<file path="config.mk">
export PLATFORM = sky130hd
export DESIGN_NAME = map_generate
export DESIGN_NICKNAME = d
export VERILOG_FILES = /design/src/rtl/game_pkg.sv /design/src/rtl/map_lfsr.sv /design/src/rtl/map_generate.sv
export SDC_FILE = /design/constraint.sdc
export NUM_CORES = 1
export LEC_CHECK = 0
export BUFFER_PORTS_ARGS = -buffer_cell sky130_fd_sc_hd__clkbuf_2
export CAP_MARGIN = 20
export CORE_MARGIN = 10
export CORE_UTILIZATION = 45
export CTS_CLUSTER_SIZE = 30
export DETAILED_ROUTE_END_ITERATION = 6
export GPL_ROUTABILITY_DRIVEN = 0
export SLEW_MARGIN = 20
export SYNTH_ARGS = -nofsm -noshare
export SYNTH_HDL_FRONTEND = slang
export SYNTH_HIERARCHICAL = 1
export SYNTH_SLANG_ARGS = --single-unit
</file>
<file path="constraint.sdc">
create_clock -name clk -period 26.1 [get_ports clk]
set_input_delay 0 -clock clk [delete_from_list [all_inputs] [get_ports clk]]
set_output_delay 0 -clock clk [all_outputs]
set_load 0.03 [all_outputs]
</file>
<file path="src/rtl/game_pkg.sv">
// Shared game constants, map-generator state type and small helpers.
package game_pkg;

  localparam int CELLS_X   = 32;
  localparam int CELLS_Y   = 24;
  localparam int CELL_SIZE = 32;
  localparam int N_CELLS   = CELLS_X * CELLS_Y;

  localparam logic [15:0] LFSR_DEFAULT = 16'hACE1;
  localparam logic [15:0] LFSR_MASK    = 16'hB400;

  typedef enum logic [0:0] {MG_IDLE, MG_FILL} map_gen_state_t;

  typedef logic [4:0] coord_t;
  typedef logic [9:0] cell_idx_t;

  // Linear RAM address of a cell, raster order with x fastest.
  function automatic cell_idx_t cell_index(coord_t cx, coord_t cy);
    return cell_idx_t'(cy) * cell_idx_t'(CELLS_X) + cell_idx_t'(cx);
  endfunction

  // One step of the right-shifting Galois LFSR.
  function automatic logic [15:0] lfsr_next(logic [15:0] s);
    return {1'b0, s[15:1]} ^ (s[0] ? LFSR_MASK : 16'h0000);
  endfunction

endpackage

</file>
<file path="src/rtl/map_lfsr.sv">
// 16-bit Galois LFSR with seed load, step enable and zero-seed substitution.
module map_lfsr
  import game_pkg::*;
(
  input  logic        clk,
  input  logic        rst,
  input  logic        load,
  input  logic        en,
  input  logic [15:0] seed,
  output logic [3:0]  nib
);

  logic [15:0] q;

  // State register: reset to default, load wins over stepping.
  // NOTE: sequential state uses non-blocking assignments so every register
  // samples pre-edge values regardless of block evaluation order.
  always_ff @(posedge clk) begin
    if (rst) begin
      q <= LFSR_DEFAULT;
    end else if (load) begin
      q <= (seed == 16'h0000) ? LFSR_DEFAULT : seed;
    end else if (en) begin
      q <= lfsr_next(q);
    end
  end

  assign nib = q[3:0];

endmodule

</file>
<file path="src/rtl/map_generate.sv">
// Occupancy-map generator: fills a CELLS_X x CELLS_Y bit map from a seeded
// LFSR, forces a solid border and a free spawn cross, and serves a
// synchronous read port to the renderer.
module map_generate
  import game_pkg::*;
#(
  parameter int DENSITY = 4,
  parameter int SPAWN_X = 1,
  parameter int SPAWN_Y = 1
) (
  input  logic        clk,
  input  logic        rst,
  input  logic        start,
  input  logic [15:0] seed,
  output logic        busy,
  output logic        done,
  output logic        map_valid,
  output logic [9:0]  solid_cnt,
  input  logic [4:0]  rd_x,
  input  logic [4:0]  rd_y,
  output logic        rd_data
);

  localparam coord_t X_LAST = coord_t'(CELLS_X - 1);
  localparam coord_t Y_LAST = coord_t'(CELLS_Y - 1);

  map_gen_state_t state, state_next;
  coord_t         x, y;
  logic [9:0]     cnt;
  logic [3:0]     rnd;
  logic           cell_bit;
  logic           accept;
  logic           fill_last;
  logic           rd_in_range;
  cell_idx_t      wr_idx;
  cell_idx_t      rd_idx;

  logic mem [N_CELLS];

  // Spawn cross beats border, border beats the random draw.
  function automatic logic cell_value(coord_t cx, coord_t cy, logic [3:0] r);
    int dx, dy;
    dx = int'(cx) - SPAWN_X;
    dy = int'(cy) - SPAWN_Y;
    if (dx < 0) dx = -dx;
    if (dy < 0) dy = -dy;
    if (dx + dy <= 1) return 1'b0;
    if (cx == '0 || cx == X_LAST || cy == '0 || cy == Y_LAST) return 1'b1;
    return int'(r) < DENSITY;
  endfunction

  map_lfsr u_lfsr (
    .clk  (clk),
    .rst  (rst),
    .load (accept),
    .en   (state == MG_FILL),
    .seed (seed),
    .nib  (rnd)
  );

  assign accept      = (state == MG_IDLE) && start;
  assign fill_last   = (state == MG_FILL) && (x == X_LAST) && (y == Y_LAST);
  assign cell_bit    = cell_value(x, y, rnd);
  assign wr_idx      = cell_index(x, y);
  assign rd_idx      = cell_index(rd_x, rd_y);
  assign rd_in_range = ({1'b0, rd_x} < 6'(CELLS_X)) && ({1'b0, rd_y} < 6'(CELLS_Y));

  // FSM state register.
  always_ff @(posedge clk) begin
    if (rst) state <= MG_IDLE;
    else     state <= state_next;
  end

  // FSM next-state logic.
  // NOTE: the default assignment first keeps this block free of inferred latches.
  always_comb begin
    state_next = state;
    case (state)
      MG_IDLE: if (start)     state_next = MG_FILL;
      MG_FILL: if (fill_last) state_next = MG_IDLE;
      default:                state_next = MG_IDLE;
    endcase
  end

  // Fill cursor, running count and status outputs.
  always_ff @(posedge clk) begin
    if (rst) begin
      x         <= '0;
      y         <= '0;
      cnt       <= '0;
      busy      <= 1'b0;
      done      <= 1'b0;
      map_valid <= 1'b0;
      solid_cnt <= '0;
    end else begin
      done <= 1'b0;
      if (accept) begin
        x         <= '0;
        y         <= '0;
        cnt       <= '0;
        busy      <= 1'b1;
        map_valid <= 1'b0;
      end else if (state == MG_FILL) begin
        cnt <= cnt + 10'(cell_bit);
        if (x == X_LAST) begin
          x <= '0;
          y <= y + 5'd1;
        end else begin
          x <= x + 5'd1;
        end
        if (fill_last) begin
          busy      <= 1'b0;
          done      <= 1'b1;
          map_valid <= 1'b1;
          solid_cnt <= cnt + 10'(cell_bit);
        end
      end
    end
  end

  // Map RAM write port, one cell per FILL cycle.
  // NOTE: the RAM array has no reset so it maps onto block RAM; map_valid
  // tells consumers when its contents mean anything.
  always_ff @(posedge clk) begin
    if (!rst && state == MG_FILL) mem[wr_idx] <= cell_bit;
  end

  // Registered read port; out-of-map coordinates read as free.
  always_ff @(posedge clk) begin
    if (rst)              rd_data <= 1'b0;
    else if (rd_in_range) rd_data <= mem[rd_idx];
    else                  rd_data <= 1'b0;
  end

endmodule

</file>
# Word-level counts from Yosys, hierarchy flattened
# Memory sizes are Yosys's and may differ from the RTL's. A register that Yosys moved wholly into a read port is not among the register bits.
# Index checks and enable logic that the tools add are counted.
dict set report totals {
  elab_cells 74
  memories 1
  output_inout_bits 14
  latch_bits 0
  reg_bits 50
  romBits 0
  ramBits 768
  in_bits 29
}
# name words word_bits rd rd_ports_with_merged_regs wr line
set mem_list {}
lappend mem_list {mem 768 1 1 1 1 map_generate.sv:38} ;# logic mem [N_CELLS];
dict set report op_classes {
  n_mux 23
  n_eq_ne 2
  bitwise_logic 4
  addsub 10
  n_shift 0
  n_reduce_logical 20
  multipliers 0
  div_mod_pow 0
  magnitude_cmp 5
}
# operator count
set op_table {}
lappend op_table {{16-bit two-way mux} 4}
lappend op_table {{32-bit two-way mux} 2}
lappend op_table {{6-bit negator with 32-bit output} 2}
lappend op_table {{32-bit adder} 1}
lappend op_table {{32-bit by 2-bit less-or-equal comparator with 1-bit output (second input constant)} 1}
lappend op_table {{10-bit by 5-bit adder with 10-bit output} 2}
lappend op_table {{16-bit zero test} 1}
lappend op_table {{15-bit by 16-bit bitwise XOR with 16-bit output} 1}
lappend op_table {{1-bit two-way mux} 15}
lappend op_table {{6-bit by 1-bit < comparator with 1-bit output (second input constant)} 2}
lappend op_table {{5-bit by 1-bit subtractor with 6-bit output (second input constant)} 2}
lappend op_table {{10-bit by 1-bit adder with 10-bit output} 1}
lappend op_table {{5-bit by 1-bit adder with 5-bit output (second input constant)} 2}
lappend op_table {{5-bit equality test (second input constant)} 2}
lappend op_table {{5-bit zero test} 2}
lappend op_table {{2-bit AND reduction} 3}
lappend op_table {{5-bit < comparator (second input constant)} 1}
lappend op_table {{5-bit two-way mux} 1}
lappend op_table {{1-bit logical AND} 4}
lappend op_table {{4-bit by 3-bit < comparator with 1-bit output (second input constant)} 1}
lappend op_table {{2-bit nonzero test} 2}
lappend op_table {{2-bit OR reduction} 2}
lappend op_table {{1-bit logical OR} 3}
lappend op_table {{1-bit inverter} 3}
lappend op_table {{other kinds (4)} 4}

# Depth between registers and ports, before layout
# Gate-level depths: netlist of the first run.
dict set report depth {
  depth_word 10
  mapped_depth 23
  mapped_depth_nobuf 23
}

# Hierarchy
# The synthesis of the first run kept the hierarchy.
# module cells_each instances area_each_um2 seq_area_each_um2
set modules_own_cells {}
lappend modules_own_cells {map_generate 2702 1 36588.8 23762.8}
lappend modules_own_cells {map_lfsr 92 1 905.9 320.3}

# Worst setup path before layout of the first run
# No wires, ideal clock.
dict set report synth_path {
  path_kind {register to register}
  startpoint {register x[2]}
  endpoint {register solid_cnt[8]}
  synth_period_minus_slack_ns 15.335
  stages_incl_launch_ff 24
  arrival_ns 15.249
  path_slack_ns 10.765
  t_required_ns 26.014
  n_path_buf 1
  setup_time_ns 0.086
  cell_sequence {dfxtp_1 -> inv_1 -> ha_1 -> nand2_1 -> nand2_1 -> nor3_1 -> mux2_2 -> ha_1 -> buf_6 -> nand3_1 -> o211ai_1 -> a211oi_1 -> a31oi_1 -> a31oi_1 -> o2111ai_1 -> or4_1 -> o31a_1 -> ha_1 -> ha_1 -> and3_1 -> and3_1 -> nand3_1 -> xor2_1 -> a211oi_1}
}
dict set report synth_between {
  elab_chain_cells 9
  elab_cells_between_ends 21
  classes_between {add/sub (4); order compare (2); eq/ne (1); mux (7); reduce/logical (7)}
}
# element line
set synth_rtl {}
lappend synth_rtl {{start, declared} map_generate.sv:28} ;# coord_t x, y;
lappend synth_rtl {{start signal, assigned} map_generate.sv:109} ;# x <= x + 5'd1;
lappend synth_rtl {{branches (longest 7 deep; another with 6-bit negator with 32-bit output)} --}
lappend synth_rtl {{1-bit two-way mux (*)} map_generate.sv:48} ;# if (cx == '0 || cx == X_LAST || cy == '0 || cy == Y_LAST) return 1'b1;
lappend synth_rtl {{via cell_bit} map_generate.sv:31} ;# logic cell_bit;
lappend synth_rtl {{10-bit by 1-bit adder with 10-bit output (*)} map_generate.sv:115} ;# solid_cnt <= cnt + 10'(cell_bit);
lappend synth_rtl {{end signal, assigned} map_generate.sv:115}
lappend synth_rtl {{end, declared} map_generate.sv:18} ;# output logic [9:0] solid_cnt,
# Mark *: on every way through the listed nets, which the timed path passes. The select of a mux whose other input is x is not followed.
# A chain may end at the register's enable or synchronous reset.

# Worst setup path in the final report of the first run
dict set report layout_path {
  startpoint {register x[2]}
  endpoint {memory mem[103], data pin}
}
dict set report layout_between {
  elab_chain_cells 8
  elab_cells_between_ends 17
  classes_between {add/sub (3); order compare (2); eq/ne (1); mux (7); reduce/logical (4)}
}
# element line
set layout_rtl {}
lappend layout_rtl {{branches (longest 7 deep; another with 6-bit negator with 32-bit output)} --}
lappend layout_rtl {{1-bit two-way mux (*)} map_generate.sv:48}
lappend layout_rtl {{via cell_bit} map_generate.sv:31}
lappend layout_rtl {{end, declared} map_generate.sv:38}
# Marked as above.

==> reports/results.tsv, run 1 <==
metric	value	unit
status	finished, final reports clean	
Placeable Area	82400	sq um
number of max-cap violations	0	
die area	95200	sq um
CP max FO	220	
area of the multi-input gates	12500	sq um
Remaining Overflow, GRT	0	
TritonCTS clock tree	done	
CTS max path bufs	3	
crit path cell chain	inv_1 -> ha_1 -> nand2_1 -> nand2_1 -> nor3_1 -> mux2_2 -> ha_1 -> xor2_1 -> a211oi_1 -> o21ai_0 -> or4_1 -> nor4_1 -> o2111ai_1 -> or4_1 -> o31a_2 -> buf_4 -> buf_12 -> buf_16	
Clock Sinks	819	
Setup violations, final	0	
WS Path Type	reg2reg	
Startpoint Class	flip-flop	
P&R area growth vs syn	11.6	%
RSZ-0062 raised after global routing	no	
fin cells	3948	
Mapped Cells	2792	
Die Y	309	um
final setup TNS	0	ns
Starting DRT DRC Count	2674	
PwrDens	69.1	nW/um^2
CP max stage cell	o31a_2	
critical path's largest stage delay	0.70	ns
Worst R2R End	mem[103]	
CP bufs+invs	4	
layout cells sized above 1	16.4	%
CP Capture Type	flip-flop	
drt total wl	101	mm
Sequential Area	24100	sq um
Avg Synthesized Cell Area	13.4	sq um
dpl cells	3748	
cts bufs inserted	87	
Row Count	105	
Die Width	309	um
final slew viol count	0	
hold_ws	0.260	ns
# IOs	43	
r2r setup slk	19.65	ns
family with the most delay on the worst path	simple AND/OR/NAND/NOR gates	
via/cell ratio	6.04	
Clk Latency, worst-skew pair	0.65	ns
Root Driver	clkbuf_16	
LEAKAGE	0.0129	uW
vias in the first global route	23800	
Core Util, Final	50.8	%
1st-pass router iterations	5	
minimum clock period after layout	6.45	ns
CTS resizes	0	
hold path depth	4	
Hold Crit Endpoint	rd_data	
global-route wire length before repair	151	mm
worst clock skew	0.0213	ns
drt wl/cell	25.5	um
fillers	6958	
Total Nets Final	2877	
Hold Crit Start	rd_y[3]	
RR Startpoint	x[2]	
Post-Syn Area	37500	sq um
largest net degree at the start of global routing	327	
Final Hold Fails	0	
gr usage total	21.1	%
Arrival @ worst endpoint	6.70	ns
detailed placement HPWL	57.9	mm
initial antenna violation count	0	
Ys Warns	6	
via count	23800	
Final period util	24.7	%
htree depth	3	
Initial Utilization	45.5	%
path depth of the worst reg2reg path	18	
slew margin rel.	15.8	%
VDD IR max	0.0000433	V
Worst Tran Pin Value	1.26	ns
Final ANT Viol Nets	0	
Worst-path clk slew	0.06	ns
fmax	155	MHz
DRC viols	0	
Worst Path Required	26.35	ns
Port Buffers	42	
HP Class	in2reg	
[routing by layer]
layer	vias to the layer above	GRT usage [%]	part of all wire (%)
met4	0	7.35	3.4
li1	10300	-	-
met3	189	4.03	8.6
met5	-	0	0
met1	12300	28.2	40
met2	1032	34.3	48
[tightest hold or removal path: stages]
cell           delay, ns
clkbuf_2            0.14
nand4_1             0.09
o311ai_0            0.10
dlygate4sd3_1       0.54
[flip-flops by register name, indices dropped and copies added (netlist names)]
name       count
x              5
map_valid      1
solid_cnt     10
mem          768
busy           1
cnt           10
rd_data        1
u_lfsr/q      16
done           1
state          1
y              5
[stage by stage]
stage | area, sq um | setup WS, ns | power, uW
3_5_place_dp | 38700 | 19.76 | 1720
6_report | 41800 | 19.65 | 2890
5_1_grt | 41800 | 19.17 | 2980
3_3_place_gp | 38600 | 19.99 | 1710
4_1_cts | 41700 | 19.74 | 2900
2_1_floorplan | 37600 | 10.77 | 1710
[layout make-up]
class	count	share of cell area (%)
multi-input combinational	1749	29.9
timing repair buffer	140	2.78
inverter	10	0.0898
antenna	1	0.00598
tap	1070	3.20
clock inverter	46	0.895
clock buffer	113	5.57
sequential	819	57.6
[repair_timing]
action,4_1_cts,5_1_grt
hold buffers,37,0
buffers inserted,0,0
endpoints found under the hold margin,30,0
[how the worst max path moves through the flow]
| stage | cells after the start | slack (ns) | endpoint | start |
|---|---|---|---|---|
| floorplan | 23 | 10.77 | solid_cnt[8] | x[2] |
| global placement | 17 | 19.99 | mem[620] | x[2] |
| detailed placement | 18 | 19.76 | mem[452] | x[2] |
| CTS | 18 | 19.74 | mem[632] | x[2] |
| global route | 18 | 19.17 | mem[222] | x[2] |
| finish | 18 | 19.65 | mem[103] | x[2] |
[placed cells by master (no fill, tap or decap), types with 7 or more instances in the layout]
cell type and instances:
a211oi_1 22, o21a_1 7, dlygate4sd3_1 37, nor3_1 16, nor3b_1 14, a21oi_1 57, ha_1 40, a21o_1 9
clkinv_1 23, dfxtp_1 50, o21ai_0 26, inv_1 10, edfxtp_1 768, buf_4 52, a221oi_1 12, o211ai_1 12
xor2_1 18, nand3_1 35, mux2_2 14, nand2_1 100, nand2b_1 10, clkinv_2 13, xnor2_1 16, nand3_2 11
clkbuf_16 89, and2_1 7, mux4_2 195, clkbuf_1 22, a22o_1 17, o22ai_1 17, mux2i_1 38, nand4_1 13
a22oi_1 33, nor2_1 845, nor2b_1 20, a31oi_1 10, nand2_2 11, and3_1 13, clkbuf_2 41, conb_1 32
[where the power goes]
part | switching (uW) | internal (uW) | total, uW
Clock | 512 | 671 | 1180
Combinational | 144 | 75.0 | 219
Sequential | 2.46 | 1490 | 1490
Total | 658 | 2230 | 2890
Note: power is estimated with default switching activity, not from simulation.
==> run 2: changes to the inputs <==
Clock period 26.1 ns to 5.45 ns, I/O delays scaled along.
==> run 2 against run 1 <==
Critical path depth up 3. Final area up 0.69%. Sequential power rose to 4.8 times the previous value. Cell count up 0.30%. Routed wire length up 0.18%. Sequential share of layout area down 0.37 points. Via count up 0.77%. Clock power rose to 4.9 times the previous value. Hold slack better by 0.034 ns. Clock-buffer cell count down 5. Fmax up 23%. Largest power group unchanged.
==> reports/results.tsv, run 2 (synthesized netlist as in run 1, its figures left out) <==
metric	value	unit	change
LEAKAGE	0.0130	uW	+0.74%
GR Layer Usage met1	28.9	%	+0.67 points
RSZ-0062 raised after global routing	no		
total power	14000	uW	+380%
detailed placement HPWL	57.2	mm	-1.2%
fin cells	3960		+0.30%
Clk Latency, worst-skew pair	0.65	ns	about the same
Clock Sinks	819		unchanged
htree depth	3		unchanged
Final WS setup	0.187	ns	-19.46 ns
PwrDens	333	nW/um^2	+380%
slew margin rel.	17.8	%	+2.1 points
status	finished, final reports clean		
WS Path Type	reg2reg		
Row Count	105		unchanged
CP Capture Type	flip-flop		
Port Buffers	42		unchanged
via/cell ratio	6.07		+0.46%
GR Util met3	3.68	%	-0.36 points
DRC viols	0		unchanged
Initial Utilization	45.5	%	unchanged
Final ANT Viol Nets	0		unchanged
gr usage total	21.1	%	about the same
Die Y	309	um	unchanged
critical path's largest stage delay	0.55	ns	-0.15 ns
Placeable Area	82400	sq um	unchanged
dpl cells	3756		+0.21%
Setup Fix Bufs, Post-CTS	0		unchanged
CP max FO	8		-96%
via count	24000		+0.77%
P&R area growth vs syn	12.4	%	
Arrival @ worst endpoint	5.74	ns	-0.96 ns
Root Driver	clkbuf_16		
CP bufs+invs	1		-3
commonest non-fill, non-tap cells in the layout	845 x nor2_1, 768 x edfxtp_1, 195 x mux4_2, 94 x nand2_1, 92 x clkbuf_16		
CP max stage cell	or4_1		
Starting DRT DRC Count	2592		-3.1%
fmax	190	MHz	+23%
most common cell after layout, fill and taps aside	nor2_1		
Startpoint Class	flip-flop		
# IOs	43		unchanged
Die Width	309	um	unchanged
max FFs per register	768		unchanged
minimum clock period after layout	5.26	ns	-1.19 ns
Antenna diodes	0		-1
Design Area, Final	42100	sq um	+0.69%
family with the most delay on the worst path	simple AND/OR/NAND/NOR gates		
HP Class	in2reg		
Setup violations, final	0		unchanged
Area after DPL	38800	sq um	+0.49%
Total Nets Final	2885		+0.28%
largest net degree at the start of global routing	273		-17%
Worst Path Required	5.93	ns	-20.42 ns
vias in the first global route	23600		-0.91%
die area	95200	sq um	unchanged
Remaining Overflow, GRT	0		unchanged
most flop-heavy register	mem		
Most Crowded Layer GR	met2		
final slew viol count	0		unchanged
Worst Tran Pin Value	1.23	ns	-0.0273 ns
final setup TNS	0	ns	unchanged
drt total wl	101	mm	+0.18%
Final period util	96.6	%	+72 points
CTS max path bufs	3		unchanged
worst clock skew	0.0222	ns	+0.000930 ns
number of max-cap violations	0		unchanged
Worst-path clk slew	0.05	ns	about the same
met2 usage	34.4	%	+0.12 points
1st-pass router iterations	6		+1
TritonCTS clock tree	done		
global-route wire length before repair	150	mm	-0.24%
pre-CTS setup slack	0.197	ns	-19.57 ns
VDD IR max	0.000229	V	+430%
Final Hold Fails	0		unchanged
layout cells sized above 1	18.1	%	+1.7 points
drt wl/cell	25.5	um	-0.13%
cts bufs inserted	89		+2.3%
crit path cell chain	inv_2 -> ha_1 -> nand2_2 -> nor3_2 -> mux2_4 -> ha_4 -> xor2_1 -> a211oi_1 -> o21ai_0 -> or4_1 -> nor4_2 -> o2111ai_1 -> or4_1 -> o31a_4 -> ha_1 -> ha_2 -> and3_4 -> and3_4 -> nand3_2 -> xor2_1 -> a211oi_1		
Largest regs	mem (768), u_lfsr/q (16)		
initial antenna violation count	0		unchanged
## run 2: power by group
part           internal [uW]  total, uW  switching [uW]
Clock                   3340       5820            2480
Combinational            355       1050             690
Sequential              7130       7140            12.0
Total                  10800      14000            3180
## run 2: what timing repair did
action / 4_1_cts / 5_1_grt
endpoints found under the setup margin: 0 / 8
resized for setup: 0 / 3
endpoints found under the hold margin: 27 / 0
hold buffers: 37 / 0
## run 2: worst paths after layout
path | from | to | slack [ns] | cells past startpoint
worst max-delay path | x[1] | solid_cnt[8] | 0.19 | 21
worst min-delay path | seed[15] | u_lfsr/q[15] | 0.29 | 4
worst max register to register | x[1] | solid_cnt[8] | 0.19 | 21
worst min register to register | solid_cnt[0] | solid_cnt[0] | 0.46 | 2
## run 2: stage by stage
step / hold WS (ns) / utilization (%)
after floorplan: 0.136 / -
after global placement: 0.269 / 47.1
after global routing: 0.287 / 51.1
final: 0.293 / 51.1
after detailed placement: 0.281 / 47.1
after CTS: 0.255 / 51.0
## run 2: cell type report
class	count	area, sq um
tap	1070	1340
inverter	10	40.0
fill	6952	40300
multi-input combinational	1749	12600
sequential	819	24100
clock inverter	58	455
timing repair buffer	146	1180
clock buffer	108	2360
## run 2: per-layer routing
layer | part of all wire [%] | wire length [um] | vias up
met4 | 2.6 | 2610 | 0
met1 | 41 | 41000 | 12500
met5 | 0 | 0 | -
met2 | 48 | 48400 | 1044
met3 | 8.8 | 8830 | 162
li1 | - | - | 10300
## run 2: worst min-delay path: cells and delay by family
| family | cells | cell delay (ns) |
|---|---|---|
| buffers and inverters | 2 | 0.66 |
| AOI/OAI and AO/OA | 1 | 0.13 |
| and+or+nand+nor | 1 | 0.06 |
